<file path="src/rtl/alu_op_sequencer.sv">
// Command sequencer for a combinational 16-bit ALU: latches operands, waits SETTLE cycles, captures result/error.
// Optional build macro ALU_ERR_HOLD_EN: when defined, the accumulator is not updated by a capture that reports an error.
module alu_op_sequencer #(
    parameter int SETTLE = 2,
    parameter int CNT_W  = 16
) (
    input  logic             clk,
    input  logic             rst,
    input  logic             cmd_valid,
    output logic             cmd_ready,
    input  logic [3:0]       cmd_op,
    input  logic [15:0]      cmd_a,
    input  logic [15:0]      cmd_b,
    input  logic             cmd_use_acc,
    output logic [15:0]      alu_a,
    output logic [15:0]      alu_b,
    output logic [3:0]       alu_op,
    input  logic [31:0]      alu_result,
    input  logic [1:0]       alu_error,
    output logic             rsp_valid,
    input  logic             rsp_ready,
    output logic [31:0]      rsp_result,
    output logic [1:0]       rsp_error,
    output logic [31:0]      acc,
    output logic [1:0]       err_sticky,
    input  logic             err_clear,
    output logic [CNT_W-1:0] op_count,
    output logic             busy
);

    typedef enum logic [1:0] {
        IDLE        = 2'd0,
        SETTLE_WAIT = 2'd1,
        RESP        = 2'd2
    } state_t;

    localparam logic [3:0] SETTLE_LOAD = 4'(SETTLE - 1);

    state_t             state_r;
    state_t             state_next_s;
    logic [3:0]         wait_cnt_r;
    logic               cmd_ready_r;
    logic               busy_r;
    logic               rsp_valid_r;
    logic               cmd_ready_next_s;
    logic               busy_next_s;
    logic               rsp_valid_next_s;
    logic [15:0]        alu_a_r;
    logic [15:0]        alu_b_r;
    logic [3:0]         alu_op_r;
    logic [31:0]        rsp_result_r;
    logic [1:0]         rsp_error_r;
    logic [31:0]        acc_r;
    logic [1:0]         err_sticky_r;
    logic [1:0]         err_sticky_next_s;
    logic [CNT_W-1:0]   op_count_r;
    logic               accept_s;
    logic               capture_s;
    logic               rsp_hs_s;
    logic               acc_load_s;

    assign accept_s  = (state_r == IDLE) && cmd_valid;
    assign capture_s = (state_r == SETTLE_WAIT) && (wait_cnt_r == 4'd0);
    assign rsp_hs_s  = (state_r == RESP) && rsp_ready;

`ifdef ALU_ERR_HOLD_EN
    assign acc_load_s = capture_s && (alu_error == 2'b00);
`else
    assign acc_load_s = capture_s;
`endif

    // A capture on the same edge as a clear still records its new error bits.
    assign err_sticky_next_s = (err_clear ? 2'b00 : err_sticky_r) | (capture_s ? alu_error : 2'b00);

    // State register
    always_ff @(posedge clk) begin
        if (rst) begin
            state_r <= IDLE;
        end else begin
            state_r <= state_next_s;
        end
    end

    // Next-state decode
    always_comb begin
        state_next_s = state_r;
        case (state_r)
            IDLE:        state_next_s = cmd_valid ? SETTLE_WAIT : IDLE;
            SETTLE_WAIT: state_next_s = (wait_cnt_r == 4'd0) ? RESP : SETTLE_WAIT;
            RESP:        state_next_s = rsp_ready ? IDLE : RESP;
            default:     state_next_s = IDLE;
        endcase
    end

    // Handshake outputs decoded from the next state so they can be registered without lag
    always_comb begin
        cmd_ready_next_s = 1'b0;
        busy_next_s      = 1'b1;
        rsp_valid_next_s = 1'b0;
        case (state_next_s)
            IDLE: begin
                cmd_ready_next_s = 1'b1;
                busy_next_s      = 1'b0;
            end
            SETTLE_WAIT: begin
                busy_next_s      = 1'b1;
            end
            RESP: begin
                rsp_valid_next_s = 1'b1;
            end
            default: begin
                cmd_ready_next_s = 1'b0;
                busy_next_s      = 1'b1;
                rsp_valid_next_s = 1'b0;
            end
        endcase
    end

    // Handshake output registers
    always_ff @(posedge clk) begin
        if (rst) begin
            cmd_ready_r <= 1'b1;
            busy_r      <= 1'b0;
            rsp_valid_r <= 1'b0;
        end else begin
            cmd_ready_r <= cmd_ready_next_s;
            busy_r      <= busy_next_s;
            rsp_valid_r <= rsp_valid_next_s;
        end
    end

    // Operand latch, settle counter, result capture, accumulator, error flags and op counter
    always_ff @(posedge clk) begin
        if (rst) begin
            alu_a_r      <= 16'd0;
            alu_b_r      <= 16'd0;
            alu_op_r     <= 4'd0;
            wait_cnt_r   <= 4'd0;
            rsp_result_r <= 32'd0;
            rsp_error_r  <= 2'b00;
            acc_r        <= 32'd0;
            err_sticky_r <= 2'b00;
            op_count_r   <= '0;
        end else begin
            if (accept_s) begin
                alu_op_r   <= cmd_op;
                alu_b_r    <= cmd_b;
                alu_a_r    <= cmd_use_acc ? acc_r[15:0] : cmd_a;
                wait_cnt_r <= SETTLE_LOAD;
            end else if ((state_r == SETTLE_WAIT) && (wait_cnt_r != 4'd0)) begin
                wait_cnt_r <= wait_cnt_r - 4'd1;
            end
            if (capture_s) begin
                rsp_result_r <= alu_result;
                rsp_error_r  <= alu_error;
            end
            if (acc_load_s) begin
                acc_r <= alu_result;
            end
            err_sticky_r <= err_sticky_next_s;
            if (rsp_hs_s) begin
                op_count_r <= op_count_r + CNT_W'(1);
            end
        end
    end

    assign cmd_ready  = cmd_ready_r;
    assign busy       = busy_r;
    assign rsp_valid  = rsp_valid_r;
    assign alu_a      = alu_a_r;
    assign alu_b      = alu_b_r;
    assign alu_op     = alu_op_r;
    assign rsp_result = rsp_result_r;
    assign rsp_error  = rsp_error_r;
    assign acc        = acc_r;
    assign err_sticky = err_sticky_r;
    assign op_count   = op_count_r;

endmodule

</file>
<file path="config.mk">
export PLATFORM = sky130hd
export DESIGN_NAME = alu_op_sequencer
export DESIGN_NICKNAME = d
export VERILOG_FILES = /design/src/rtl/alu_op_sequencer.sv
export SDC_FILE = /design/constraint.sdc
export NUM_CORES = 1
export LEC_CHECK = 0
export CELL_PAD_IN_SITES_DETAIL_PLACEMENT = 0
export CELL_PAD_IN_SITES_GLOBAL_PLACEMENT = 1
export CORE_UTILIZATION = 30
export CTS_CLUSTER_DIAMETER = 40
export DETAILED_ROUTE_END_ITERATION = 12
export HOLD_SLACK_MARGIN = 0.03
export MAX_ROUTING_LAYER = met4
export PLACE_DENSITY = 0.95
export SLEW_MARGIN = 20
export SYNTH_ARGS = -nofsm -noshare
export SYNTH_HDL_FRONTEND = slang
export SYNTH_SLANG_ARGS = --single-unit
export TNS_END_PERCENT = 5
</file>
<file path="constraint.sdc">
create_clock -name clk -period 3.28 [get_ports clk]
set_input_delay 0.984 -clock clk [delete_from_list [all_inputs] [get_ports clk]]
set_output_delay 0.984 -clock clk [all_outputs]
set_load 0.05 [all_outputs]
</file>
; Word level (Yosys, flattened, before mapping)
; Index checks and enable logic that the tools add are counted.
[classes]
n_mul = 0
n_lt_le_gt_ge = 0
n_reduce_logical = 10
n_eq_ne = 3
addsub = 2
muxes = 12
shift = 0
bitwise = 1
n_div = 0
[op_table]
columns = op, n
row1 = $add 16x1->16 const B, 1
row2 = $mux 16, 1
row3 = $mux 2, 4
row4 = $mux 1, 6
row5 = $pmux 2 s3, 1
row6 = $eq 2x2->1 const B, 2
row7 = $logic_and 1x1->1, 4
row8 = $logic_not 2->1, 2
row9 = $logic_not 4->1, 1
row10 = $reduce_bool 4->1, 1
row11 = $sub 4x1->4 const B, 1
row12 = $eq 2x1->1 const B, 1
row13 = $or 2x2->2, 1
row14 = $reduce_bool 2->1, 1
row15 = $reduce_or 2->1, 1
[word_totals]
mem_bits_ro = 0
out_inout_bits = 123
ramBits = 0
in_bits = 76
n_memories = 0
latch_bits = 0
regBits = 97
word_cells = 41

; Depth between registers and ports, before layout
; Gate-level depths: netlist (run 1).
[depth]
depth_word = 5
mapped_depth = 7
mapped_depth_nobuf = 6

; Least setup slack after synthesis (run 1)
; Ideal clock, no wire load.
[synth_path]
path_kind = input to register
start = input rsp_ready
end = register op_count_r[15], in the netlist op_count[15]
required_time_ns = 3.210
arrival_ns = 1.900
path_buffers = 0
setup_time_ns = 0.070
setup_slack_ns = 1.310
cell_stages = 4
path_cell_list = nand3b_4 or3_1 or3_1 a21oi_1
[synth_between]
elab_chain_cells = 1
[synth_rtl]
columns = element, line
row1 = start: declaration, 21  ; input logic rsp_ready,
row2 = $logic_and 1x1->1, 64  ; assign rsp_hs_s = (state_r == RESP) && rsp_ready;
row3 = end signal: assignment, 162  ; op_count_r <= op_count_r + CNT_W'(1);
row4 = end: declaration, 56  ; logic [CNT_W-1:0] op_count_r;
; No other way between the ends.
; A chain may end at the register's enable or synchronous reset.

; Final worst setup path (run 1)
[layout_path]
start = register op_count_r[2], in the netlist op_count[2]
end = output op_count[2]
[layout_lines]
columns = element, line
row1 = end: declaration, 27  ; output logic [CNT_W-1:0] op_count,
; No word-level cell between the ends.

==> flow_results.org, run 1 <==
** STA
- Setup tns final :: 0 ns
- Share of the clock period used by the worst path :: a little over four fifths
- The number of pins with negative max-slew slack in the final report is 0.
- Final critical-path required period :: between 2 and 3 ns
- Actual slew at the worst max-slew pin :: slightly below 0.8 ns
- Max Clock Freq :: between 0.3 and 0.4 GHz
- The worst path meets setup with ~0.54 ns of slack.
- Across the routed clock network, the largest skew measured is roughly 0.005 ns.
- Setup violations remaining at the end of the flow were counted as 0.
- Slew HR :: between 40% and 50%
- The total count of hold-check failures in the final report was 0.
- Setup repair after global routing left no endpoint under its margin.

** Synth
- The number of nets handed over by synthesis was 546.
- Yosys cell types :: 36
- Sequential area share after synthesis :: approximately 49%
- Cell area after synthesis :: 0.00396 mm²
- For this run, the number of Yosys warnings is 0.
- Counting every instance in the synthesized netlist gives ~470.
- Syn_area_per_cell :: 8.46 µm²
- Synthesis inferred 97 register bits.

** Pwr
- For this design the static power due to leakage is approximately 2.2 nW.
- Clock share of power :: between 30 and 40%
- The analysis attributes to net switching a power of just over 1 mW.
- Overall power :: 3.24 mW
- Relative contribution of sequential cells to total power :: approximately 40%
- Dividing total power by cell area gives a power density of 529 mW/mm².
- VDD IR-drop max :: ~0.22 mV
- Int Pwr :: around 2.2 mW
- In this run switching power makes up between 30% and 40% of total power.
- Combinational logic is responsible for roughly 26% of the overall power.

** Global route
- Number of antenna violations at the first check in global routing :: 0
- Total GRT Usage :: between 10% and 20%
- Wire length of the first global-routing pass :: 16,800 µm
- Remaining Overflow, GRT :: 0
- Largest net degree at the start of global routing :: 70
- Vias in the first global route :: 3,507

** Placement
- Pre-CTS WS :: between 0.6 and 0.7 ns
- I/O Buffers :: approximately 200
- Dpl hpwl :: roughly 7900 µm
- After detailed placement, the design holds a cell count of 780.
- At the end of routability-driven placement, the weighted congestion stood at roughly 0.78.

** Critical path
- Largest fanout on the critical path :: 9
- Worst reg-to-reg setup slack :: between 1 and 1.5 ns
- The worst setup path is captured at a primary output.
- Counting both buffers and inverters, the worst setup path holds a total of 1.
- Crit path launch type :: flop
- Number of cells on the worst reg-to-reg path :: 4
- Data arrives at the worst endpoint at about 1.8 ns.
- The critical path in this run is classified as flop to primary output.
- Among cell families on the critical path, the largest total delay comes from buffers and inverters.
- Crit path max-delay cell type :: sky130_fd_sc_hd__clkdlybuf4s50_1
- In this run the critical register-to-register path is captured at acc[22].
- Endpoint required time on the critical path :: 2.30 ns
- In this design, the stage delay of the slowest critical-path cell is roughly 0.88 ns.
- Ordered list of cells on the worst path :: clkdlybuf4s50_1
- The worst register-to-register path begins at state_r[1].
- The critical path starts at op_count[2].

** Route
- Iteration-0 DRC Markers :: between 100 and 150
- Detailed routing inserted a total of around 3,600 vias.
- Using the TritonRoute via totals, the vias-per-cell ratio works out to ~4.5.
- Routed wire length :: 10,900 µm
- Once detail routing completed, the nets flagged for antenna violations numbered 0.
- First-pass iteration count of the detailed router :: 4
- Routed wire per std cell :: about 14 µm
- Residual DRC count :: 0

** Clocking
- In this run the post-CTS setup repair buffer count came out at 0.
- Hold-fix buffers, CTS :: 0
- CTS tree :: done
- No sink is reached through more buffers than the 2 on the longest clock path.
- After clock tree synthesis, the clock-pin slew on the worst setup and hold paths is roughly 0.06 ns.
- Clock root cell :: sky130_fd_sc_hd__clkbuf_16
- The clock tree synthesis step divided the H-tree into 3 levels.
- Sink count of the clock tree :: a little under 100
- Counting the buffers created by CTS gives 9.
- The clock reaches the later pin of the worst-skew pair after between 0.3 and 0.4 ns.
- Number of cells upsized or downsized after cts :: 0

** Cells and area
- Most frequent cells in the layout :: sky130_fd_sc_hd__clkdlybuf4s50_1 (197), sky130_fd_sc_hd__nand2_1 (113), sky130_fd_sc_hd__dfxtp_1 (97)
- For this run, the number of standard cells in the final layout without fillers is approximately 800.
- Total area of sequential cells :: about 0.0019 mm²
- Final-stage net count :: around 700
- Fraction of final layout cells with drive strength greater than 1 :: 4.65%
- Area growth syn-to-layout :: 54.9%
- Filler Cells Inserted :: about 1,200
- The number of antenna diodes in the final layout is 0.
- Leaving out fill and tap cells, the most frequent cell in the layout is sky130_fd_sc_hd__clkdlybuf4s50_1.
- The multi-input combinational cells in the finished layout cover a total of 0.00163 mm².

** Die
- Total core area :: around 0.013 mm²
- The initial utilization of the core area, before any placement, comes to 31.1%.
- Y dimension of the die :: ~120 µm
- Total Die Area :: about 0.014 mm²
- The initialized floorplan defines 41 standard-cell rows.
- The floorplan step set the die width to 117 µm.
- In this run the count of I/O pins placed on the die edge is roughly 200.

** Min path
- Worst hold path class :: flop to flop
- Hold-critical path depth :: 2
- For hold timing, the worst endpoint is alu_b[5].
- The startpoint identified for the worst hold timing path is alu_b[5].

** Status
- The flow ran to the end, and the final reports show no timing, DRC or antenna violations.

** Flow run
- Max-cap violations in this run came to 0.
[layer usage]
layer | GRT usage (%) | vias up | part of all wire (%)
li1 | - | 1831 | -
met1 | 19.4 | 1620 | 44
met2 | 26.9 | 138 | 48
met3 | 2.94 | 21 | 5.5
met4 | 8.10 | 0 | 2.4
met5 | - | - | 0
[Yosys cell counts, drive strengths merged]
| cell | count | area, µm² |
|---|---|---|
| clkbuf | 14 | 52.6 |
| mux2i | 17 | 170 |
| xnor2 | 7 | 61.3 |
| buf | 48 | 322 |
| dfxtp | 97 | 1940 |
| and2 | 2 | 12.5 |
| and4 | 1 | 10.0 |
| or3b | 2 | 17.5 |
| nand4b | 1 | 8.76 |
| nor4 | 3 | 18.8 |
| and3 | 4 | 26.3 |
| xor2 | 7 | 61.3 |
| nand4 | 4 | 25.0 |
| and2b | 1 | 8.76 |
| or4 | 1 | 7.51 |
| or3 | 3 | 18.8 |
| a21oi | 64 | 320 |
| a211oi | 16 | 120 |
| ha | 2 | 25.0 |
| nor3 | 5 | 25.0 |
| nand3 | 8 | 50.1 |
| nand2b | 2 | 12.5 |
| and4b | 1 | 11.3 |
| o21ai | 3 | 15.0 |
| o21bai | 1 | 7.51 |
| o31ai | 1 | 7.51 |
| nor2 | 34 | 128 |
| inv | 4 | 15.0 |
| a2111oi | 1 | 15.0 |
| nand2 | 113 | 424 |
| nand3b | 1 | 20.0 |
[metrics by stage]
stage / hold slack [ns] / util, % / instance area, µm²
after CTS: 0.454 / 48.2 / 6130
final: 0.454 / 48.2 / 6130
after detailed placement: 0.445 / 45.8 / 5820
after global placement: 0.442 / 45.8 / 5820
after global routing: 0.472 / 48.2 / 6130
after floorplan: 0.532 / - / 3960
[sequential cells by signal, summed over array words and instances (netlist names), 2 cells and up]
signal and flops:
acc 32, alu_a 16, alu_b 16, op_count 16, alu_op 4, wait_cnt_r 4, err_sticky 2, rsp_error 2
state_r 2
[worst max path at each step]
stage | endpoint | slack [ns] | depth (start not counted)
after floorplan | op_count[15] | 1.31 | 4
after global placement | op_count[15] | 0.67 | 5
after detailed placement | op_count[15] | 0.68 | 5
after CTS | op_count[2] | 0.53 | 1
after global routing | op_count[2] | 0.48 | 1
final | op_count[2] | 0.54 | 1
[area by class of cell]
cell class                 count  share of cell area (%)
sequential                    97                    31.7
clock inverter                 5                    1.29
clock buffer                  11                    3.80
multi-input combinational    305                    26.6
timing repair buffer         202                    32.9
inverter                       4                   0.245
tap                          172                    3.51
[power groups by stage]
stage / combinational (mW) / sequential (mW) / clock [mW]
global placement: 0.828 / 1.33 / 0
detailed placement: 0.837 / 1.34 / 0
floorplan: 0.315 / 1.57 / 0
global route: 0.882 / 1.32 / 1.20
CTS: 0.838 / 1.31 / 1.14
finish: 0.832 / 1.31 / 1.10
[cells by family after synthesis]
| group | synth area share, % |
|---|---|
| fa+ha+maj | 0.632 |
| simple gates | 20.8 |
| compound gates | 12.3 |
| buf+inv | 9.83 |
| xor+xnor | 3.10 |
| mux | 4.30 |
| flops | 49.1 |
(Power assumes the default switching activity.)
==> run 2, diff against run 1 <==
--- a/config.mk
+++ b/config.mk
@@ -7,12 +7,12 @@
 export LEC_CHECK = 0
 export CELL_PAD_IN_SITES_DETAIL_PLACEMENT = 0
 export CELL_PAD_IN_SITES_GLOBAL_PLACEMENT = 1
-export CORE_UTILIZATION = 30
+export CORE_UTILIZATION = 25
 export CTS_CLUSTER_DIAMETER = 40
 export DETAILED_ROUTE_END_ITERATION = 12
 export HOLD_SLACK_MARGIN = 0.03
 export MAX_ROUTING_LAYER = met4
-export PLACE_DENSITY = 0.95
+export PLACE_DENSITY = 0.86
 export SLEW_MARGIN = 20
 export SYNTH_ARGS = -nofsm -noshare
 export SYNTH_HDL_FRONTEND = slang
==> constraint.sdc (replaced) <==
create_clock -name clk -period 2.2 [get_ports clk]
set_input_delay 0.66 -clock clk [delete_from_list [all_inputs] [get_ports clk]]
set_output_delay 0.66 -clock clk [all_outputs]
set_load 0.05 [all_outputs]
==> run 2 against run 1 <==
Clock-buffer cell count is 1 lower. Die area increased by 20%. Register-to-register slack got worse by 0.97 ns. Largest power group unchanged. First-iteration DRC count rose by 69%. Clock power rose by 53%. Worst setup slack got worse by 0.50 ns.
==> flow_results.org, run 2 (same netlist as run 1, synthesis figures left out) <==
** Clocking
- CTS max path bufs :: 2 (unchanged)
- The number of buffers inserted to repair setup after CTS was 0 (unchanged).
- The tree is rooted in a sky130_fd_sc_hd__clkbuf_16.
- The post-CTS clock slew at the launch and capture registers of the worst setup and hold paths came to 0.06 ns (about the same).
- CTS tree :: done
- The number of CTS-inserted buffers is 9 (unchanged).
- Clock latency of the later-clocked register in the worst-skew pair :: 0.34 ns (about the same)
- The deepest level of the CTS H-tree came to 3 (unchanged).
- Sink count of the clock tree :: 97 (unchanged)

** Route
- Routed wire length :: 11,800 µm (+8.1%)
- The DRC violation count after routing is 0 (unchanged).
- Iteration-0 DRC Markers :: 184 (+69%)
- Routed wire per std cell :: 14.0 µm (+2.5%)
- First-pass iteration count of the detailed router :: 4 (unchanged)
- Per-cell via count in the routed design :: 4.36 (-3.8%)
- Total vias in the final route :: 3,663 (+1.5%)
- The post-route antenna net violation count was 0 (unchanged).

** Pwr
- Clock share of power :: 34.5% (+0.5 points)
- Power per Cell Area :: 790 mW/mm² (+49%)
- Relative contribution of sequential cells to total power :: 40.1% (-0.3 points)
- VDD IR-drop max :: 0.329 mV (+48%)
- Leakage :: 2.79 nW (+27%)
- Sw power :: 1.54 mW (+51%)
- The share of total power in combinational logic was 25.4% (-0.3 points).
- The internal cell power was 3.33 mW (+50%).
- The fraction of power spent switching nets was 31.6% (+0.26 points).

** STA
- The total count of hold-check failures in the final report is 0 (unchanged).
- Hold Worst Slack :: 0.453 ns (-0.00108 ns)
- The slew at the pin closest to its max-slew limit was 0.535 ns (-0.238 ns).
- Total of endpoints with negative setup slack in the final report :: 0 (unchanged)
- Setup tns final :: 0 ns (unchanged)
- Max Clock Freq :: about 0.46 GHz
- Final Skew :: 0.00462 ns (-0.000343 ns)
- Slew HR :: 64.3% (+16 points)
- Setup repair after global routing left no endpoint under its margin.
- Final critical-path required period :: 2.16 ns
- The worst path uses a little over nine tenths of the clock period.
- The number of pins with negative max-slew slack in the final report came to 0 (unchanged).

** Critical path
- Crit path launch type :: flop
- The worst setup path is captured at a primary output.
- The worst reg-to-reg setup slack is 0.52 ns (-0.97 ns).
- Crit path max-delay cell type :: sky130_fd_sc_hd__clkdlybuf4s50_1
- Arrival time of the worst setup path :: 1.50 ns (-0.26 ns)
- Ordered list of cells on the worst path :: clkdlybuf4s50_1
- Largest fanout on the critical path :: 3 (-6)
- The buffer and inverter count on the worst path was 1 (unchanged).
- The required time reported for the critical path endpoint is 1.54 ns (-0.76 ns).
- The critical path's largest stage delay was 0.81 ns (-0.07 ns).
- Crit-path leading delay family :: buffers and inverters
- Number of cells on the worst reg-to-reg path :: 5 (+1)
- Number of gates on the worst path with buffers counted :: 1 (unchanged)
- Critical path class :: flop to primary output

** Cells and area
- Fraction of final layout cells with drive strength greater than 1 :: 14.3% (+9.7 points)
- Area growth syn-to-layout :: 55.8%
- The library cell used most frequently in the layout, excluding fill and tap cells, is sky130_fd_sc_hd__nand2_1.
- The filler-free cell count of the finished design came to 840 (+5.5%).
- Final-stage net count :: 703 (+0.86%)
- Filler Cells Inserted :: 1,548 (+29%)
- The antenna diode count is 0 (unchanged).
- Largest register FFs :: 32 (unchanged)
- Multi-input gate area :: 0.00163 mm² (unchanged)
- Most frequent cells in the layout :: sky130_fd_sc_hd__nand2_1 (113), sky130_fd_sc_hd__clkdlybuf4s50_1 (106), sky130_fd_sc_hd__dfxtp_1 (97)
- The storage element area came to 0.00194 mm² (unchanged).

** Global route
- Number of antenna violations at the first check in global routing :: 0 (unchanged)
- Wire length of the first global-routing pass :: 18,400 µm (+9.7%)
- Largest net degree at the start of global routing :: 57 (-19%)
- Total GRT Usage :: 14.9% (-1.5 points)
- The number of global-route vias before repair came to 3,568 (+1.7%).
- The leftover overflow at the end of global routing was 0 (unchanged).

** Flow run
- Max-cap check violation count :: 0 (unchanged)

** Die
- Floorplan die width :: 128 µm (+9.4%)
- The count of standard-cell rows was 45 (+9.8%).
- The core box area came to 0.0153 mm² (+20%).
- The starting density of the core was 25.8% (-5.3 points).
- Y dimension of the die :: 128 µm (+9.4%)
- Total Die Area :: 0.0163 mm² (+20%)
- The number of top-level pins came to 199 (unchanged).

** Placement
- I/O Buffers :: 198 (unchanged)
- The number of placed instances, taps included was 825 (+5.8%).
- Final RePlAce weighted congestion :: 0.825 (+5.7%)
- The detailed placer's ending HPWL came to 8510 µm (+7.8%).

** Status
- The flow ran to the end, and the final reports show no timing, DRC or antenna violations.

** Min path
- The cell depth of the worst hold path came to 2 (unchanged).
- The path class of the tightest hold or removal check is flop to flop.
[run 2: cell types whose count changed in the layout (fill, tap and decap cells not counted), moves of 2 or more]
cell,delta
sky130_fd_sc_hd__buf_12,+3
sky130_fd_sc_hd__dlymetal6s2s_1,+21
sky130_fd_sc_hd__clkbuf_1,-2
sky130_fd_sc_hd__clkdlybuf4s50_1,-91
sky130_fd_sc_hd__dlygate4sd2_1,+16
sky130_fd_sc_hd__buf_4,+58
[run 2: area by class of cell]
type                            count  share of cell area (%)
Tap cell                          211                    4.28
Timing Repair Buffer              208                    32.4
Clock inverter                      5                    1.28
Multi-Input combinational cell    305                    26.4
Inverter                            4                   0.243
Clock buffer                       10                    3.87
Sequential cell                    97                    31.5
[run 2: routing by layer]
| metal | GRT usage, % | share of wire (%) | up-vias |
|---|---|---|---|
| li1 | - | - | 1841 |
| met4 | 6.85 | 2.3 | 0 |
| met3 | 2.42 | 5.4 | 19 |
| met1 | 18.6 | 45 | 1679 |
| met5 | - | 0 | - |
| met2 | 23.5 | 47 | 124 |
[run 2: path summary, 6_finish.rpt]
kind                                    start              to
worst max-delay path                  acc[30]  rsp_result[30]
worst min-delay path                 alu_b[9]        alu_b[9]
worst max register to register  wait_cnt_r[0]   wait_cnt_r[1]
worst min register to register       alu_b[9]        alu_b[9]
[run 2: what timing repair did]
action,4_1_cts,5_1_grt
hold buffers,0,0
endpoints found under the setup margin,18,22
gates resized for setup,16,21
[run 2: through the flow]
stage               area [µm²]  util (%)  power (mW)  setup WS, ns
finish                    6170      40.3        4.87        0.0415
global placement          5820      38.0        3.24       0.00257
detailed placement        5820      38.0        3.26       -0.0301
global route              6170      40.3        5.10       0.00127
floorplan                 3960         -        2.81         0.310
CTS                       6120      39.9        4.95      0.000703
[run 2: power groups by stage]
stage	Combinational, mW	Sequential (mW)	Clock [mW]
3_5_place_dp	1.26	2.00	0
4_1_cts	1.25	1.96	1.74
3_3_place_gp	1.25	1.99	0
5_1_grt	1.31	1.97	1.82
6_report	1.24	1.96	1.68
2_1_floorplan	0.470	2.34	0
